==> config.mk <==
export PLATFORM = sky130hd
export DESIGN_NAME = mem_arbiter
export DESIGN_NICKNAME = d
export VERILOG_FILES = /design/src/rtl/mem_arbiter.sv
export SDC_FILE = /design/constraint.sdc
export NUM_CORES = 1
export LEC_CHECK = 0
export CAP_MARGIN = 20
export CORE_MARGIN = 1.5
export CORE_UTILIZATION = 42
export DETAILED_ROUTE_END_ITERATION = 8
export PLACE_DENSITY = 0.85
export SLEW_MARGIN = 10
export SYNTH_ARGS = -nofsm -noshare
export SYNTH_HDL_FRONTEND = slang
export SYNTH_SLANG_ARGS = --single-unit
==> constraint.sdc <==
create_clock -name clk -period 1.83 [get_ports clk]
set_input_delay 0.366 -clock clk [delete_from_list [all_inputs] [get_ports clk]]
set_output_delay 0.366 -clock clk [all_outputs]
set_load 0.01 [all_outputs]
==> src/rtl/mem_arbiter.sv <==
// mem_arbiter: upstream arbiter for the external SPI memory controller.
// Accepts rv32e instruction-fetch and data load/store requests, serves one at
// a time (data has fixed priority over fetch) and drives the controller's
// start_request / request_done level handshake.
//
// Ports:
//   clk, rst_n             clock; asynchronous active-low reset
//   ifetch_req/addr        fetch request (held until ifetch_done)
//   ifetch_data/done       fetched word; one-cycle completion pulse
//   data_req/addr/we/size/unsigned/wdata
//                          load/store request (held until data_done)
//   data_rdata/done        sized and extended load result (0 after stores);
//                          one-cycle completion pulse
//   mem_*                  request interface to the SPI memory controller
//   err                    watchdog timeout pulse, coincident with done
//
// Build option: MEM_ARB_TIMEOUT_EN adds a watchdog that aborts a transaction
// after TIMEOUT_CYCLES cycles in ISSUE. Without it err is constant 0.
module mem_arbiter #(
  parameter int unsigned TIMEOUT_CYCLES = 255
) (
  input  logic        clk,
  input  logic        rst_n,
  input  logic        ifetch_req,
  input  logic [24:0] ifetch_addr,
  output logic [31:0] ifetch_data,
  output logic        ifetch_done,
  input  logic        data_req,
  input  logic [24:0] data_addr,
  input  logic        data_we,
  input  logic [1:0]  data_size,
  input  logic        data_unsigned,
  input  logic [31:0] data_wdata,
  output logic [31:0] data_rdata,
  output logic        data_done,
  output logic [24:0] mem_target_address,
  output logic [2:0]  mem_num_bytes,
  output logic        mem_is_write,
  output logic [31:0] mem_write_value,
  output logic        mem_start_request,
  input  logic        mem_request_done,
  input  logic [31:0] mem_fetched_value,
  output logic        err
);

  typedef enum logic [1:0] {IDLE, ISSUE, RELEASE} state_t;
  typedef enum logic {OWN_FETCH, OWN_DATA} owner_t;

  state_t      state_q, state_d;
  owner_t      owner_q, owner_d;
  logic [24:0] addr_q, addr_d;
  logic [2:0]  nbytes_q, nbytes_d;
  logic        is_write_q, is_write_d;
  logic [31:0] wval_q, wval_d;
  logic        start_q, start_d;
  logic [1:0]  size_q, size_d;
  logic        uns_q, uns_d;
  logic [31:0] ifetch_data_q, ifetch_data_d;
  logic        ifetch_done_q, ifetch_done_d;
  logic [31:0] data_rdata_q, data_rdata_d;
  logic        data_done_q, data_done_d;
  logic [31:0] load_ext;

`ifdef MEM_ARB_TIMEOUT_EN
  localparam int unsigned CNT_W =
    ($clog2(TIMEOUT_CYCLES + 1) > 8) ? $clog2(TIMEOUT_CYCLES + 1) : 8;
  logic [CNT_W-1:0] cnt_q, cnt_d;
  logic             err_q, err_d;
`endif

  function automatic logic [2:0] size_to_bytes(input logic [1:0] s);
    case (s)
      2'd0:    return 3'd1;
      2'd1:    return 3'd2;
      default: return 3'd4;
    endcase
  endfunction

  // Controller returns little-endian, right-aligned bytes; extend from the
  // top valid bit of the latched access size.
  always_comb begin
    case (size_q)
      2'd0:    load_ext = {{24{~uns_q & mem_fetched_value[7]}},  mem_fetched_value[7:0]};
      2'd1:    load_ext = {{16{~uns_q & mem_fetched_value[15]}}, mem_fetched_value[15:0]};
      default: load_ext = mem_fetched_value;
    endcase
  end

  always_comb begin
    state_d       = state_q;
    owner_d       = owner_q;
    addr_d        = addr_q;
    nbytes_d      = nbytes_q;
    is_write_d    = is_write_q;
    wval_d        = wval_q;
    start_d       = start_q;
    size_d        = size_q;
    uns_d         = uns_q;
    ifetch_data_d = ifetch_data_q;
    data_rdata_d  = data_rdata_q;
    ifetch_done_d = 1'b0;
    data_done_d   = 1'b0;
`ifdef MEM_ARB_TIMEOUT_EN
    cnt_d         = cnt_q;
    err_d         = 1'b0;
`endif
    case (state_q)
      IDLE: begin
        if (data_req) begin
          owner_d    = OWN_DATA;
          addr_d     = data_addr;
          nbytes_d   = size_to_bytes(data_size);
          is_write_d = data_we;
          wval_d     = data_wdata;
          size_d     = data_size;
          uns_d      = data_unsigned;
          start_d    = 1'b1;
          state_d    = ISSUE;
        end else if (ifetch_req) begin
          owner_d    = OWN_FETCH;
          addr_d     = ifetch_addr;
          nbytes_d   = 3'd4;
          is_write_d = 1'b0;
          wval_d     = '0;
          size_d     = 2'd2;
          uns_d      = 1'b1;
          start_d    = 1'b1;
          state_d    = ISSUE;
        end
`ifdef MEM_ARB_TIMEOUT_EN
        if (data_req || ifetch_req) cnt_d = '0;
`endif
      end
      ISSUE: begin
        if (mem_request_done) begin
          start_d = 1'b0;
          state_d = RELEASE;
          if (owner_q == OWN_DATA) begin
            data_done_d  = 1'b1;
            data_rdata_d = is_write_q ? '0 : load_ext;
          end else begin
            ifetch_done_d = 1'b1;
            ifetch_data_d = mem_fetched_value;
          end
        end
`ifdef MEM_ARB_TIMEOUT_EN
        // cnt_q counts completed ISSUE cycles; abort on the edge that would
        // make it reach TIMEOUT_CYCLES.
        else if (cnt_q == CNT_W'(TIMEOUT_CYCLES - 1)) begin
          start_d = 1'b0;
          state_d = RELEASE;
          err_d   = 1'b1;
          if (owner_q == OWN_DATA) begin
            data_done_d  = 1'b1;
            data_rdata_d = '1;
          end else begin
            ifetch_done_d = 1'b1;
            ifetch_data_d = '1;
          end
        end else begin
          cnt_d = cnt_q + CNT_W'(1);
        end
`endif
      end
      RELEASE: state_d = IDLE;
      default: state_d = IDLE;
    endcase
  end

  always_ff @(posedge clk or negedge rst_n) begin
    if (!rst_n) begin
      state_q       <= IDLE;
      owner_q       <= OWN_FETCH;
      addr_q        <= '0;
      nbytes_q      <= '0;
      is_write_q    <= 1'b0;
      wval_q        <= '0;
      start_q       <= 1'b0;
      size_q        <= '0;
      uns_q         <= 1'b0;
      ifetch_data_q <= '0;
      ifetch_done_q <= 1'b0;
      data_rdata_q  <= '0;
      data_done_q   <= 1'b0;
`ifdef MEM_ARB_TIMEOUT_EN
      cnt_q         <= '0;
      err_q         <= 1'b0;
`endif
    end else begin
      state_q       <= state_d;
      owner_q       <= owner_d;
      addr_q        <= addr_d;
      nbytes_q      <= nbytes_d;
      is_write_q    <= is_write_d;
      wval_q        <= wval_d;
      start_q       <= start_d;
      size_q        <= size_d;
      uns_q         <= uns_d;
      ifetch_data_q <= ifetch_data_d;
      ifetch_done_q <= ifetch_done_d;
      data_rdata_q  <= data_rdata_d;
      data_done_q   <= data_done_d;
`ifdef MEM_ARB_TIMEOUT_EN
      cnt_q         <= cnt_d;
      err_q         <= err_d;
`endif
    end
  end

  assign mem_target_address = addr_q;
  assign mem_num_bytes      = nbytes_q;
  assign mem_is_write       = is_write_q;
  assign mem_write_value    = wval_q;
  assign mem_start_request  = start_q;
  assign ifetch_data        = ifetch_data_q;
  assign ifetch_done        = ifetch_done_q;
  assign data_rdata         = data_rdata_q;
  assign data_done          = data_done_q;

`ifdef MEM_ARB_TIMEOUT_EN
  assign err = err_q;
`else
  // Watchdog absent: err is constant 0; the parameter is referenced only so
  // it is not reported as dangling in this build.
  assign err = 1'b0 & (TIMEOUT_CYCLES != 0);
`endif

endmodule

==> results.cfg, run 1 <==
[timing]
max_slew_margin = 0.593
setup_tns_ns = 0
fin_skew_ns = 0.00708
hold_slack_ns = 0.480
finalSetupViolCount = 0
fmax_mhz = 582
slew_violations = 0
min_period_over_period = 0.938
min_period_ns = 1.72
rsz0062_at_grt = no
hold_violations = 0
tightest_slew_ns = 0.608

[drt]
met2_length_um = 8480
drc_errors = 0
viasPerCell = 5.19
wire_per_inst_um = 18.3
drt_iter0_drc = 319
ant_nets = 0
wl_um = 15700
met3RoutedLength_um = 1150
dr.max_layer_used = met4
drt_pass1_iterations = 4
wl_met1_um = 5660
routed-via-count = 4463

[critical_path]
cp-start-kind = flip-flop
rr_worst_depth = 4
path_max_fanout = 2
rrSetupSlack_ns = 0.24
crit_path_max_incr_delay_ns = 0.59
critPathRequiredTime_ns = 1.46
arrival_ns = 1.35
path_class = reg2out
endpoint_kind = primary output
slowest_stage = clkdlybuf4s50_1
crit_family = buffers and inverters
r2r_end = ifetch_data[26]
crit_chain = clkdlybuf4s50_1
rr_startpoint = state_q[0]
cp_num_buf_inv = 1

[synthesis]
synth_fp_nets = 529
synthTopCellsByCount = 134 x dfrtp_1, 79 x mux2_2, 61 x nand2_1
synth.yosys.seq_area_share = 0.606
synthMostInstantiatedCell = dfrtp_1
synth_seq_cells = 134
synthCells = 406
syn_area_per_cell_um2 = 13.6
synth_area_leaders = dfrtp_1 61%, mux2_2 16%, a22o_1 6.5%
dominantRegCellSynth = dfrtp_1
synth_edf_count = 0
synth_top_area_share = 0.606
yosys_warnings = 0
synth-async-reset-ratio = 1.00
syn_area_mm2 = 0.00554
synth_area_leader_cell = dfrtp_1
netlist-cell-type-count = 30

[final_layout]
diodes = 0
nNetsFinal = 799
area_growth_pct = 63.8
drive_gt1_frac = 0.234
fin_area_mm2 = 0.00907
post-route-util = 0.713
final_cells = 860

[place]
hpwlAfterDp_um = 11900
placed_area_mm2 = 0.00840
place_congestion = 0.822
dp_cells = 828
port_buffers = 250

[floorplanning]
start_util = 0.435
dieArea_mm2 = 0.0139
fp-row-count = 41
io_pins = 252
core-area_mm2 = 0.0127
fp.dieH_um = 118
die_w_um = 118

[global_routing]
grt_first_pass_wirelength_um = 25400
grt_max_degree = 50
antenna_found_initial = 0
overflow = 0
grt_pass1_vias = 4933
grtUsageTotal = 0.233

[power]
p_per_area_mw_per_mm2 = 1790
ir_drop_uv = 923
leakagePower_uw = 0.00392

[flow_run]
drv_cap = 0

[min_path]
min_path_type = reg2reg
holdPathStages = 2
holdPathEnd = data_rdata[2]
min_from = data_rdata[2]

[clocking]
cts_tree = built
clk_pin_slew_ns = 0.06
clkLatencyLatePin_ns = 0.41
clock_path_buffers = 2
cts_sinks = 134
cts.htree.levels = 4
cts-buffers-inserted = 17
cts_setup_buffers = 0
clock-root-buffer = clkbuf_16

[run_status]
outcome = finished clean
## logic make-up after synthesis
family / Yosys count / share of synthesized area
flip-flops: 134 / 0.606
AND/OR/NAND/NOR: 80 / 0.0718
multiplexers: 83 / 0.169
buffers and inverters: 33 / 0.0355
other: 1 / 0.000677
AO/OA/AOI/OAI: 75 / 0.118
## how the worst max path moves through the flow
stage	from	to	slack, ns	cells after the start
after CTS	size_q[0]	data_rdata[31]	0.01	3
final	mem_write_value[2]	mem_write_value[2]	0.11	1
after global routing	data_rdata[7]	data_rdata[7]	0.06	1
after detailed placement	mem_fetched_value[7]	data_rdata[18]	-0.33	4
after global placement	mem_fetched_value[7]	data_rdata[21]	-0.28	4
after floorplan	state_q[0]	mem_target_address[18]	0.32	5
## per-layer routing
metal / global-route usage / vias up
met5: 0 / -
li1: - / 2008
met4: 0.107 / 0
met2: 0.421 / 191
met1: 0.244 / 2228
met3: 0.0795 / 36
## state kept, by name, summed over array words and instances, names as in the netlist
signal,count
data_rdata,32
ifetch_data,32
mem_num_bytes,3
size_q,2
state_q,2
data_done,1
mem_write_value,32
owner_q,1
mem_is_write,1
ifetch_done,1
mem_target_address,25
mem_start_request,1
uns_q,1
## what timing repair did
item	in CTS	in global routing
hold buffers	1	0
gates resized for setup	0	1
endpoints found under the hold margin	45	0
setup endpoints to repair	0	16
## per-stage QoR
step	power, uW	setup WS, ns
finish	16300	0.113
global route	17000	0.0596
CTS	16400	0.0126
detailed placement	12500	-0.326
global placement	12200	-0.277
floorplan	8370	0.324
## report_power, final
group          switching [uW]  internal (uW)
logic                    2720           4340
registers                 980           4450
clock network            1200           2550
## layout by cell type, fill, tap and decap left out, types with 2 or more instances in the layout
cell type          n
mux2_2            79
o21a_1             3
clkdlybuf4s50_1  249
clkbuf_16         17
o221a_2           16
mux2_1             3
o21ai_0           10
clkbuf_8           4
clkinv_2           2
buf_4             21
buf_12             8
bufinv_16          5
clkbuf_1           2
inv_1              3
a21o_1             2
a22o_1            41
nand3b_1          10
dfrtp_1          134
nand2_1           61
## cell type report
type | count | area, um^2
well taps | 172 | 215
inverters | 4 | 15.0
repair buffers | 280 | 2830
fillers | 865 | 3650
clock inverters | 8 | 169
flip-flops and latches | 134 | 3350
multi-input cells | 239 | 2000
clock buffers | 23 | 488
No activity file was read; power rests on OpenSTA's default activity.
==> run 2, diff against run 1 <==
CAP_MARGIN = not set   (was 20)
==> results of run 2 <==
The final DEF is identical to that of run 1; final timing and power are the same.
